<file path="src/rtl/spi_responder.sv">
// rtl/spi_responder.sv - SPI mode-0 responder with one-byte transmit queue
//
// Purpose: byte-oriented SPI target. The external initiator's cs/clk/mosi are
// synchronized into raw_clk, and edges are detected after synchronization. The
// received bytes are posted to rx_data with a sticky ready flag and an overrun
// flag. One transmit byte may be queued; DEFAULT_TX is sent when none is queued.
//
// Ports:
//   raw_clk        sole clock, rising edge
//   reset          synchronous active-low reset
//   spi_cs         chip select, active-low, asynchronous
//   spi_clk        serial clock, mode 0, asynchronous
//   spi_mosi       serial data in, MSB first
//   spi_miso       serial data out, MSB first (0 when not selected)
//   spi_miso_oe    miso output enable, 1 while selected
//   tx_data        byte to queue for transmission
//   tx_strobe      one-cycle request to queue tx_data
//   tx_busy        queued byte not yet loaded into the shifter
//   rx_data        last complete received byte
//   rx_ready       sticky new-byte flag
//   rx_ready_clear one-cycle clear of rx_ready and rx_overrun
//   rx_overrun     sticky, byte completed while rx_ready was still set
//   selected       state machine is in ACTIVE
module spi_responder #(
  parameter logic [7:0] DEFAULT_TX = 8'hff
) (
  input  logic       raw_clk,
  input  logic       reset,
  input  logic       spi_cs,
  input  logic       spi_clk,
  input  logic       spi_mosi,
  output logic       spi_miso,
  output logic       spi_miso_oe,
  input  logic [7:0] tx_data,
  input  logic       tx_strobe,
  output logic       tx_busy,
  output logic [7:0] rx_data,
  output logic       rx_ready,
  input  logic       rx_ready_clear,
  output logic       rx_overrun,
  output logic       selected
);

  typedef enum logic {IDLE, ACTIVE} state_t;

  state_t     state;
  state_t     state_next;

  logic       cs_s1, cs_s2, cs_s3;
  logic       clk_s1, clk_s2, clk_s3;
  logic       mosi_s1, mosi_s2;

  logic [2:0] bit_cnt;
  logic [7:0] tx_shift;
  logic [7:0] rx_shift;
  logic [7:0] tx_q;

  logic       cs_fall, cs_rise, clk_rise, clk_fall;
  logic       enter, leave;
  logic       shift_rise, shift_fall;
  logic       load, byte_done;

  // Edge detection compares the second and third synchronizer stages.
  assign cs_fall  =  cs_s3  & ~cs_s2;
  assign cs_rise  = ~cs_s3  &  cs_s2;
  assign clk_rise = ~clk_s3 &  clk_s2;
  assign clk_fall =  clk_s3 & ~clk_s2;

  always_ff @(posedge raw_clk) begin
    if (!reset) begin
      state <= IDLE;
    end else begin
      state <= state_next;
    end
  end

  always_comb begin
    state_next = state;
    enter      = 1'b0;
    leave      = 1'b0;
    shift_rise = 1'b0;
    shift_fall = 1'b0;
    case (state)
      IDLE: begin
        if (cs_fall) begin
          state_next = ACTIVE;
          enter      = 1'b1;
        end
      end
      ACTIVE: begin
        // A deselect takes priority over any clock edge seen in the same cycle.
        if (cs_rise) begin
          state_next = IDLE;
          leave      = 1'b1;
        end else begin
          shift_rise = clk_rise;
          shift_fall = clk_fall;
        end
      end
      default: state_next = IDLE;
    endcase
    // The shifter takes a fresh byte on selection and on the falling edge
    // that follows the eighth rising edge (counter back at 0).
    load      = enter | (shift_fall & (bit_cnt == 3'd0));
    byte_done = shift_rise & (bit_cnt == 3'd7);
  end

  assign selected    = (state == ACTIVE);
  assign spi_miso_oe = selected;
  assign spi_miso    = selected & tx_shift[7];

  always_ff @(posedge raw_clk) begin
    if (!reset) begin
      cs_s1      <= 1'b1;
      cs_s2      <= 1'b1;
      cs_s3      <= 1'b1;
      clk_s1     <= 1'b0;
      clk_s2     <= 1'b0;
      clk_s3     <= 1'b0;
      mosi_s1    <= 1'b0;
      mosi_s2    <= 1'b0;
      bit_cnt    <= 3'd0;
      tx_shift   <= 8'h00;
      rx_shift   <= 8'h00;
      tx_q       <= 8'h00;
      tx_busy    <= 1'b0;
      rx_data    <= 8'h00;
      rx_ready   <= 1'b0;
      rx_overrun <= 1'b0;
    end else begin
      cs_s1   <= spi_cs;
      cs_s2   <= cs_s1;
      cs_s3   <= cs_s2;
      clk_s1  <= spi_clk;
      clk_s2  <= clk_s1;
      clk_s3  <= clk_s2;
      mosi_s1 <= spi_mosi;
      mosi_s2 <= mosi_s1;

      if (enter || leave) begin
        bit_cnt <= 3'd0;
      end else if (shift_rise) begin
        bit_cnt <= bit_cnt + 3'd1;
      end

      if (shift_rise) begin
        rx_shift <= {rx_shift[6:0], mosi_s2};
      end

      if (load) begin
        tx_shift <= tx_busy ? tx_q : DEFAULT_TX;
      end else if (shift_fall) begin
        tx_shift <= {tx_shift[6:0], 1'b0};
      end

      // A strobe is accepted when the queue is empty or is being emptied
      // this very cycle; the old byte has already gone to the shifter above.
      if (tx_strobe && (!tx_busy || load)) begin
        tx_q    <= tx_data;
        tx_busy <= 1'b1;
      end else if (load) begin
        tx_busy <= 1'b0;
      end

      // Completion beats a simultaneous clear; clear also drops overrun.
      if (byte_done) begin
        rx_data  <= {rx_shift[6:0], mosi_s2};
        rx_ready <= 1'b1;
      end else if (rx_ready_clear) begin
        rx_ready <= 1'b0;
      end

      if (byte_done && rx_ready && !rx_ready_clear) begin
        rx_overrun <= 1'b1;
      end else if (rx_ready_clear) begin
        rx_overrun <= 1'b0;
      end
    end
  end

endmodule

</file>
<file path="config.mk">
export PLATFORM = sky130hd
export DESIGN_NAME = spi_responder
export DESIGN_NICKNAME = d
export VERILOG_FILES = /design/src/rtl/spi_responder.sv
export SDC_FILE = /design/constraint.sdc
export NUM_CORES = 1
export LEC_CHECK = 0
export CAP_MARGIN = 20
export CORE_UTILIZATION = 55
export DETAILED_ROUTE_END_ITERATION = 16
export DONT_BUFFER_PORTS = 1
export GPL_ROUTABILITY_DRIVEN = 0
export PLACE_DENSITY_LB_ADDON = 0.05
export SLEW_MARGIN = 10
export SYNTH_ARGS = -nofsm -noshare
export SYNTH_HDL_FRONTEND = slang
export SYNTH_SLANG_ARGS = --single-unit
export TNS_END_PERCENT = 30
</file>
<file path="constraint.sdc">
create_clock -name raw_clk -period 3.33 [get_ports raw_clk]
set_input_delay 0.333 -clock raw_clk [delete_from_list [all_inputs] [get_ports raw_clk]]
set_output_delay 0.333 -clock raw_clk [all_outputs]
set_load 0.005 [all_outputs]
</file>
=== Yosys cells after proc, flatten, opt, wreduce, memory -nomap -nowiden ===
Index checks and enable logic that the tools add are counted.

* Flip-flop bits (word level): 46
* Bits in latches: 0
* RAM bits: 0
* Bits in read-only memories: 0
* Bits of input ports: 15
* Output and inout port bits: 14
* Logic and storage cells: 64
* Memories: 0

* Add/sub/neg operators: 1
* Multipliers: 0
* Div/mod/pow operators: 0
* $lt $le $gt $ge: 0
* Equal/unequal tests: 1
* Shift operators: 0
* Multiplexer cells: 18
* Bitwise logic cells: 14
* Reductions and logical operators: 13

{| class="wikitable"
|+ Operators with widths
! kind !! number
|-
| $mux W8 || 3
|-
| $mux W1 || 14
|-
| $reduce_bool A2 Y1 || 4
|-
| $and A1 B1 Y1 || 7
|-
| $not A1 Y1 || 6
|-
| $add A3 B1 Y3 const B || 1
|-
| $eq A3 B3 Y1 const B || 1
|-
| $logic_and A1 B1 Y1 || 3
|-
| $logic_not A3 Y1 || 1
|-
| $logic_not A1 Y1 || 2
|-
| $logic_or A1 B1 Y1 || 2
|-
| $pmux W1 S2 || 1
|-
| $reduce_or A2 Y1 || 1
|-
| $or A1 B1 Y1 || 1
|}

=== Logic depth before layout (Yosys ltp) ===
* Depth in word-level cells: 9
* Mapped depth: 7
* Mapped depth without buffers: 6

=== Least setup slack after synthesis ===
OpenSTA, ideal clock, no wires.

* Path type: reg2reg
* Start: register state, in the netlist selected
* End: register tx_q[0]
* Library setup time: 0.117 ns
* Arrival time: 1.422 ns
* Slack: 1.791 ns
* Stages on the path, launching flop included: 6
* Path buffers: 1
* Clock period less this slack: 1.539 ns
* Cell sequence: dfxtp_1 buf_6 or3b_4 and3_4 o2bb2ai_2 a22o_1

* Cells in the longest elaborated chain, start to end: 5
* Elaborated cells on any way between the ends: 6
* Classes of those cells: mux: 2; bitwise: 2; reduce/logical: 2

{| class="wikitable"
|+ RTL lines
! what !! RTL line !! source
|-
| start: declaration || 46 || <nowiki>state_t state;</nowiki>
|-
| start signal: assignment || 73 || <nowiki>state <= state_next;</nowiki>
|-
| $mux W1 || 83 || <nowiki>case (state)</nowiki>
|-
| $and A1 B1 Y1 || 104 || <nowiki>load = enter | (shift_fall & (bit_cnt == 3'd0));</nowiki>
|-
| $or A1 B1 Y1 * || 104 ||
|-
| $logic_or A1 B1 Y1 * || 158 || <nowiki>if (tx_strobe && (!tx_busy || load)) begin</nowiki>
|-
| $logic_and A1 B1 Y1 * || 158 ||
|-
| end signal: assignment || 159 || <nowiki>tx_q <= tx_data;</nowiki>
|-
| end: declaration || 56 || <nowiki>logic [7:0] tx_q;</nowiki>
|}

Mark *: on every way between the ends. The rest lies on a longest branch, timed or not.
A chain may end at the register's enable or synchronous reset.

=== Worst setup path in the final report ===
* Start: register state, in the netlist selected
* End: register rx_overrun

* Cells in the longest elaborated chain, start to end: 5
* Elaborated cells on any way between the ends: 6
* Classes of those cells: mux: 2; bitwise: 1; reduce/logical: 3

{| class="wikitable"
|+ RTL lines
! what !! RTL line !! source
|-
| $mux W1 * || 83 ||
|-
| $and A1 B1 Y1 * || 105 || <nowiki>byte_done = shift_rise & (bit_cnt == 3'd7);</nowiki>
|-
| $logic_and A1 B1 Y1 * (2 in series) || 173 || <nowiki>if (byte_done && rx_ready && !rx_ready_clear) begin</nowiki>
|-
| $mux W1 or $reduce_bool A2 Y1 (tied branches) || -- ||
|-
| end signal: assignment || 129 || <nowiki>rx_overrun <= 1'b0;</nowiki>
|-
| end signal: assignment || 174 || <nowiki>rx_overrun <= 1'b1;</nowiki>
|-
| end signal: assignment || 176 || <nowiki>rx_overrun <= 1'b0;</nowiki>
|-
| end: declaration || 40 || <nowiki>output logic rx_overrun,</nowiki>
|}

Marks and branches as above.

==> summary.md <==
| Metric | Value |
|---|---|
| Status | complete, no violations |
| Peak Freq | 551 MHz |
| Crit-path leading delay family | simple AND/OR/NAND/NOR gates |
| Crit Path Category | reg -> reg |
| LEAKAGE | 0.837 nW |
| Slew Limit Fails | 0 |
| Worst-case clock buffer depth | 2 |
| Nets | 193 |
| Critical Path AT | 2100 ps |
| Top cells by area, synth | dfxtp_1 (52%), mux2i_1 (9.6%), nor2_1 (5.9%), a22o_1 (3.9%), nor3b_1 (3.4%) |
| First-pass GRT wire length | 4790 µm |
| Layout cell share with drive strength beyond 1 | 7.95% |
| Crit. End Element | flip-flop |
| Synthesized instance count | 176 |
| Number of global-route vias before repair | 1127 |
| RSZ-0062 raised after global routing | false |
| Layout Utilization | 61.3% |
| Clk slew on worst S/H paths | 130 ps |
| Largest family of logic cells by synthesized area | simple AND/OR/NAND/NOR gates |
| Drt wl/cell | 12.5 µm |
| Slew margin rel. | 48.3% |
| Final setup vio count | 0 |
| H-tree Lvls | 2 |
| DRT Pass-1 Iters | 4 |
| Vias | 1164 |
| Post-synthesis cell type count | 31 |
| Final std cell area, no fill | 1870 µm² |
| Clock Sinks | 46 |
| Most common cell after layout, fill and taps aside | dfxtp_1 |
| Vias/cell | 5.29 |
| Period utilization | 54.5% |
| Final Hold Viols | 0 |
| # DRC | 0 |
| Setup bufs post-CTS | 0 |
| Die ar. | 3460 µm² |
| Final worst setup slack | 1510 ps |
| Slowest-stage cell, CP | dfxtp_1 |
| Antenna Cells | 0 |
| Skew final | 6.72 ps |
| Total core area | 3050 µm² |
| Initial Util | 58.2% |
| Synth top area share | 51.9% |
| CP startpoint kind | flip-flop |
| Compound-gate portion of the synthesized area | 11.8% |
| Worst VDD drop | 0.384 mV |
| Post-Synth Adder-Cell Area | 2.11% |
| Yosys reg bits | 46 |
| Worst Path Buf+Inv | 0 |
| Cell Pwr Density | 509 nW/µm² |
| Die Span Y | 58.8 µm |
| WP data required | 3620 ps |
| # port buffers | 0 |
| CP cell instances | nand4_1 -> o21bai_1 -> nor3b_1 |
| Worst-skew pair later-pin latency | 360 ps |
| Ys Warns | 0 |
| Commonest cells after routing, fill and taps aside | dfxtp_1 (46), nor2_1 (28), mux2i_1 (17) |
| Dpl cell area | 1780 µm² |
| Multiplexer share of the synthesized area | 9.58% |
| Yosys top cell by area | dfxtp_1 |
| Row count | 20 |
| Worst Path Max Fanout | 12 |
| CP peak stage delay | 620 ps |
| Antenna-violating nets left | 0 |
| Slew @ Worst Pin | 771 ps |
| Syn nets | 194 |
| Worst hold margin | 42.7 ps |
| Hold WC Path Type | in -> reg |
| Area Overhead vs Synth | 5.36% |
| Max Cap Viol | 0 |
| Initial antenna violation count | 0 |
| Post-Synth XOR/XNOR Area | 0.493% |
| FILL cells | 276 |
| CTS buffer count | 5 |
| Share of the yosys chip area belonging to registers | 51.9% |
| Post-DP HPWL | 1980 µm |
| Gr usage total | 18.9% |
| CTS tree | yes |
| CTS root buffer | clkbuf_4 |
| Syn avg cell area | 10.1 µm² |
| Remaining global-route overflow | 0 |
| Synthesized area | 1780 µm² |
| Top Ports | 29 |
| Setup_tns | 0 ps |
| Placement Setup Slack | 1510 ps |
| Die W | 58.8 µm |
| First-iteration detailed-routing DRC count | 74 |
| Fin crit period | 1820 ps |
| Largest net degree at the start of global routing | 23 |
| Post-Synth Simple-Gate Area | 20.2% |
| Total length of routed wires | 2760 µm |
synth_stat cells (all sizes together):
master   number
dfxtp        46
nor2         28
mux2i        17
nand2         9
nor3b         9
a22o          8
o31ai         7
and2          6
inv           6
nand2b        6
clkbuf        5
buf           4
nor2b         4
a21oi         3
a31oi         3
ha            3
nand4         2
a211o         1
a311oi        1
and3          1
nand3         1
o211ai        1
o21bai        1
o2bb2ai       1
or2           1
or3b          1
xnor2         1
state kept, by name, indices dropped and copies added (netlist names), 3 cells and up:
register	count
tx_shift	8
rx_data	8
tx_q	8
rx_shift	7
bit_cnt	3
report_power, final:
group | switching, mW | internal [mW] | leakage, nW | total, mW
logic | 0.0228 | 0.0219 | 0.418 | 0.0448
registers | 0.0131 | 0.568 | 0.375 | 0.581
clock network | 0.170 | 0.156 | 0.0450 | 0.326
stage by stage:
| stage | total power [mW] | instances |
|---|---|---|
| after floorplan | 0.632 | 176 |
| after global placement | 0.636 | 211 |
| after detailed placement | 0.638 | 211 |
| after CTS | 0.963 | 219 |
| after global routing | 1.00 | 220 |
| final | 0.951 | 220 |
kinds of logic (layout without fill, tap and decap cells):
group | count (synthesis) | in the layout
fa+ha+maj | 3 | 3
compound gates | 26 | 26
flops | 46 | 46
buf+inv | 15 | 15
xor+xnor | 1 | 1
simple gates | 68 | 68
mux | 17 | 17
metal layers:
| metal | global-route usage (%) | vias up | wire [µm] | part of all wire [%] |
|---|---|---|---|---|
| met5 | 0 | - | 0 | 0 |
| li1 | - | 603 | - | - |
| met1 | 22.3 | 526 | 1270 | 46 |
| met3 | 7.47 | 4 | 156 | 5.7 |
| met2 | 29.5 | 31 | 1270 | 46 |
| met4 | 10.2 | 0 | 66 | 2.4 |
repair_timing:
item	4_1_cts	5_1_grt
setup endpoints to repair	0	0
gates resized for setup	0	0
hold buffers	0	1
hold endpoints to repair	0	1
layout make-up:
type	instances	area [µm²]	area share (%)
Inverter	6	22.5	1.20
Tap cell	44	55.1	2.94
Clock buffer	5	37.5	2.01
Timing Repair Buffer	1	10.0	0.535
Multi-Input combinational cell	115	785	41.9
Sequential cell	46	921	49.2
Clock inverter	3	40.0	2.14
final timing paths:
check / startpoint / endpoint / slack, ps / depth (start not counted)
worst max-delay path: selected / rx_overrun / 1510 / 3
worst min-delay path: reset / cs_s1 / 40 / 1
worst max register to register: selected / rx_overrun / 1510 / 3
worst min register to register: cs_s1 / cs_s2 / 420 / 1
worst reg2reg max path, cell delays in order (launching register included):
cell	delay (ps)
dfxtp_1	620
nand4_1	610
o21bai_1	330
nor3b_1	190
Note: power is estimated with default switching activity, not from simulation.
